==> src/rtl/mant_pkg.sv <==
// mant_pkg: shared types and defaults for the maintenance-mode front end
package mant_pkg;
  typedef enum logic [1:0] {IDLE, ARMING, ACTIVE, RELEASING} deb_state_t;
  localparam int MANT_DEBOUNCE_CYCLES = 4;
endpackage

==> src/rtl/sync_2ff.sv <==
// sync_2ff: 1-bit two-flop synchronizer for asynchronous board inputs
module sync_2ff (
  input  logic clk,
  input  logic rst,
  input  logic d,
  output logic q
);
  logic meta;
  // shift the async input through two flops; rst is active-low and asynchronous
  always_ff @(posedge clk or negedge rst)
    if (!rst) {q, meta} <= 2'b00;
    else {q, meta} <= {meta, d};
endmodule

==> src/rtl/mant_btn_debounce.sv <==
// mant_btn_debounce: synchronize and debounce the maintenance switch into a clean level m
module mant_btn_debounce
  import mant_pkg::*;
#(
  parameter int DEBOUNCE_CYCLES = MANT_DEBOUNCE_CYCLES,
  parameter int GLITCH_W = 8
) (
  input  logic                clk,
  input  logic                rst,
  input  logic                btn_raw,
  output logic                m,
  output logic                m_pulse,
  output logic [GLITCH_W-1:0] glitch_cnt,
  output logic                busy
);
  localparam int CW = $clog2(DEBOUNCE_CYCLES);
  localparam logic [CW-1:0] CNT_MAX = CW'(DEBOUNCE_CYCLES - 1);
  deb_state_t state, state_d;
  logic [CW-1:0] cnt;
  logic s, glitch_hit;
  sync_2ff u_sync (.clk(clk), .rst(rst), .d(btn_raw), .q(s));
  // encoding puts m on bit 1 and busy on bit 0, so both come straight off flops
  assign m = state[1];
  assign busy = state[0];
  // next-state: qualify s against the accepted level, flag aborted qualifications
  always_comb begin
    state_d = state;
    glitch_hit = 1'b0;
    case (state)
      IDLE:      state_d = s ? ARMING : IDLE;
      ARMING:    begin
        glitch_hit = !s;
        state_d = !s ? IDLE : (cnt == CNT_MAX ? ACTIVE : ARMING);
      end
      ACTIVE:    state_d = s ? ACTIVE : RELEASING;
      RELEASING: begin
        glitch_hit = s;
        state_d = s ? ACTIVE : (cnt == CNT_MAX ? IDLE : RELEASING);
      end
      default:   state_d = IDLE;
    endcase
  end
  // state, qualification counter (cleared on entry), press strobe and saturating glitch count
  always_ff @(posedge clk or negedge rst)
    if (!rst) begin
      state <= IDLE;
      cnt <= '0;
      m_pulse <= 1'b0;
      glitch_cnt <= '0;
    end else begin
      state <= state_d;
      cnt <= (state_d != state) ? '0 : (busy ? cnt + CW'(1) : cnt);
      m_pulse <= (state == ARMING) && (state_d == ACTIVE);
      if (glitch_hit && !(&glitch_cnt)) glitch_cnt <= glitch_cnt + GLITCH_W'(1);
    end
endmodule
==> config.mk <==
export PLATFORM = sky130hd
export DESIGN_NAME = mant_btn_debounce
export DESIGN_NICKNAME = d
export VERILOG_FILES = /design/src/rtl/mant_pkg.sv /design/src/rtl/sync_2ff.sv /design/src/rtl/mant_btn_debounce.sv
export SDC_FILE = /design/constraint.sdc
export NUM_CORES = 1
export LEC_CHECK = 0
export CAP_MARGIN = 20
export CORE_MARGIN = 2
export CORE_UTILIZATION = 51
export DETAILED_ROUTE_END_ITERATION = 7
export PLACE_DENSITY_LB_ADDON = 0.12
export SYNTH_ARGS = -nofsm -noshare
export SYNTH_HDL_FRONTEND = slang
export SYNTH_HIERARCHICAL = 1
export SYNTH_SLANG_ARGS = --single-unit
==> constraint.sdc <==
create_clock -name clk -period 3.76 [get_ports clk]
set_clock_uncertainty 0.05 [all_clocks]
set_input_delay 0.376 -clock clk [delete_from_list [all_inputs] [get_ports clk]]
set_output_delay 0.376 -clock clk [all_outputs]
set_load 0.05 [all_outputs]
==> results.py <==
metrics = {
    "status": {
        "status": "finished clean",
    },
    "timing": {
        "worstMarginPinSlew_ns": 0.681,
        "max_slew_margin": 0.545,
        "fin_tns_setup_ns": 0,
        "period_minus_slack_ns": 2.06,
        "max_freq_mhz": 486,
        "finalCritPeriodShare": 0.548,
        "setup_viol": 0,
        "final_hold_viol_count": 0,
        "slew_violations": 0,
        "rsz0062_at_grt": "false",
    },
    "power_and_ir_drop": {
        "peakVddDrop_mv": 0.454,
        "p_int_mw": 0.369,
        "power_mw": 0.684,
        "p_switching_mw": 0.315,
        "seq_power_share": 0.391,
        "pwr-share-clk": 0.134,
        "power.density_nw_per_um2": 792,
        "combPwrFrac": 0.475,
        "swShare": 0.461,
        "power_leakage_nw": 0.392,
    },
    "logic_synthesis": {
        "yosys_warnings": 6,
        "synth.distinct_cells": 21,
        "synth.avg_cell_area_um2": 11.9,
        "synthCells": 58,
        "yosysSeqAreaShare": 0.545,
        "synth_nets": 64,
        "synth-seq-cells": 15,
        "synth_area_um2": 688,
    },
    "cts": {
        "cts.sinks": 15,
        "postCtsResizedCells": 0,
        "clkTransAtPathRegs_ns": 0.08,
        "clockRootBuffer": "clkbuf_4",
        "cts_tree": "done",
        "cts_made_buffers": 3,
        "htree_levels": 1,
        "clockBufferDepth": 2,
        "insertion_delay_ns": 0.28,
        "postCtsHoldBufs": 0,
        "post-cts-setup-buffer-count": 0,
    },
    "finish": {
        "layout-drive-gt1-share": 0.173,
        "diodes": 0,
        "syn2layout_area_growth_pct": 25.5,
        "nNetsFinal": 82,
        "area.sequential_um2": 375,
        "final_common_cell": "dfrtp_1",
        "final_util": 0.672,
        "multi_input_area_um2": 313,
        "final_cell_mix": "15 x dfrtp_1, 13 x clkdlybuf4s50_1, 6 x nand2_1, 5 x xor2_1",
        "fillCellCount": 103,
    },
    "die": {
        "dieArea_um2": 1660,
        "num_io_pins": 14,
        "row_count": 13,
        "start_util": 0.536,
        "dieWidth_um": 40.7,
        "core-area_um2": 1280,
        "fp.dieH_um": 40.7,
    },
    "worst_setup_path": {
        "cp.required_ns": 3.33,
        "cp-end-kind": "output pin",
        "path_max_fanout": 9,
        "worstReg2RegEnd": "glitch_cnt[6]",
        "crit_cells": 1,
        "cp_slowest_cell": "clkdlybuf4s50_1",
        "reg2reg_slack_ns": 2.12,
        "regToRegStartpoint": "glitch_cnt[0]",
        "startpoint_type": "register",
        "worstRegToRegCells": 5,
        "worstPathArrival_ns": 1.63,
        "critPathKind": "reg -> out",
        "crit_buf_inv": 1,
        "crit_chain": "clkdlybuf4s50_1",
        "startpoint": "state[0]",
        "crit_family": "buffers and inverters",
        "critPathMaxStageDelay_ns": 0.86,
        "endpoint": "busy",
    },
    "place": {
        "port_buffers": 13,
        "hpwl_um": 792,
        "place_congestion": 0.762,
    },
    "detailed_routing": {
        "vias_per_cell": 5.36,
        "first_iter_violations": 3,
        "vias": 482,
        "first_pass_iters": 3,
        "antenna_left": 0,
        "drt_wl_total_mm": 1.12,
        "drc": 0,
        "avgRoutedWirePerCell_um": 12.4,
    },
    "global_route": {
        "antenna_found_initial": 0,
        "grt_max_degree": 16,
        "track_usage": 0.168,
        "grt_pass1_wl_mm": 1.77,
        "grt-ovfl-total": 0,
        "grt_pass1_vias": 402,
    },
    "worst_hold_path": {
        "holdPathStages": 0,
        "hold_class": "reg -> reg",
    },
    "run": {
        "cap_violations": 0,
    },
}
==> metrics by stage <==
step                      cells  instance area, µm²  setup slack, ns  hold slack (ns)
after floorplan              58                 688             1.86           0.0304
after global placement       86                 837             2.04            0.284
after detailed placement     86                 837             2.00            0.292
after CTS                    90                 863             1.69            0.312
after global routing         90                 863             1.62            0.317
final                        90                 863             1.70            0.309
==> per-layer routing <==
layer,share of wire,track usage,vias up
li1,-,-,236
met1,0.49,0.237,233
met2,0.44,0.238,11
met3,0.050,0.0489,2
met4,0.016,0.0750,0
met5,0,0,-
==> Yosys cell counts, drive strengths merged <==
master / count / area [µm²]
dfrtp: 15 / 375
nand2: 7 / 28.8
nor3: 5 / 41.3
xor2: 5 / 43.8
mux2: 4 / 45.0
nand3: 4 / 20.0
ha: 3 / 37.5
nor2: 3 / 11.3
nand2b: 2 / 12.5
or2: 2 / 12.5
a21oi: 1 / 5.00
nand3b: 1 / 7.51
nand4: 1 / 6.26
nor3b: 1 / 7.51
o21ai: 1 / 5.00
o22ai: 1 / 6.26
or3: 1 / 6.26
xnor2: 1 / 16.3
==> cell families (layout without fill, tap and decap cells) <==
| logic type | Yosys count | count (layout) | share of synthesized area |
|---|---|---|---|
| AOI/OAI and AO/OA | 3 | 3 | 0.0236 |
| xor gates and xnor gates | 6 | 6 | 0.0873 |
| adders and majority gates | 3 | 3 | 0.0546 |
| buffers and inverters | 0 | 17 | 0 |
| DFF | 15 | 15 | 0.545 |
| muxes | 4 | 4 | 0.0654 |
| and+or+nand+nor | 27 | 27 | 0.224 |
==> registers in the layout, indices dropped and copies added (netlist names) <==
register     flops
state            2
u_sync/q         1
glitch_cnt       8
u_sync/meta      1
cnt              2
m_pulse          1
==> final cells by class <==
class / instances / area share
repair buffers: 13 / 0.151
flip-flops and latches: 15 / 0.435
multi-input cells: 43 / 0.362
well taps: 15 / 0.0217
clock buffers: 4 / 0.0304
==> power by group through the flow <==
stage               clock network [mW]  registers [mW]  logic, mW
floorplan                            0           0.392     0.0968
global placement                     0           0.267      0.322
detailed placement                   0           0.269      0.328
CTS                             0.0956           0.267      0.329
global route                     0.104           0.276      0.346
finish                          0.0916           0.267      0.325
==> worst min path at each step <==
stage               slack, ns        start       end
floorplan                0.03          rst    cnt[0]
global placement         0.28  u_sync/meta  u_sync/q
detailed placement       0.29  u_sync/meta  u_sync/q
CTS                      0.31  u_sync/meta  u_sync/q
global route             0.32  u_sync/meta  u_sync/q
finish                   0.31  u_sync/meta  u_sync/q
Power figures use the tool's default switching activity.
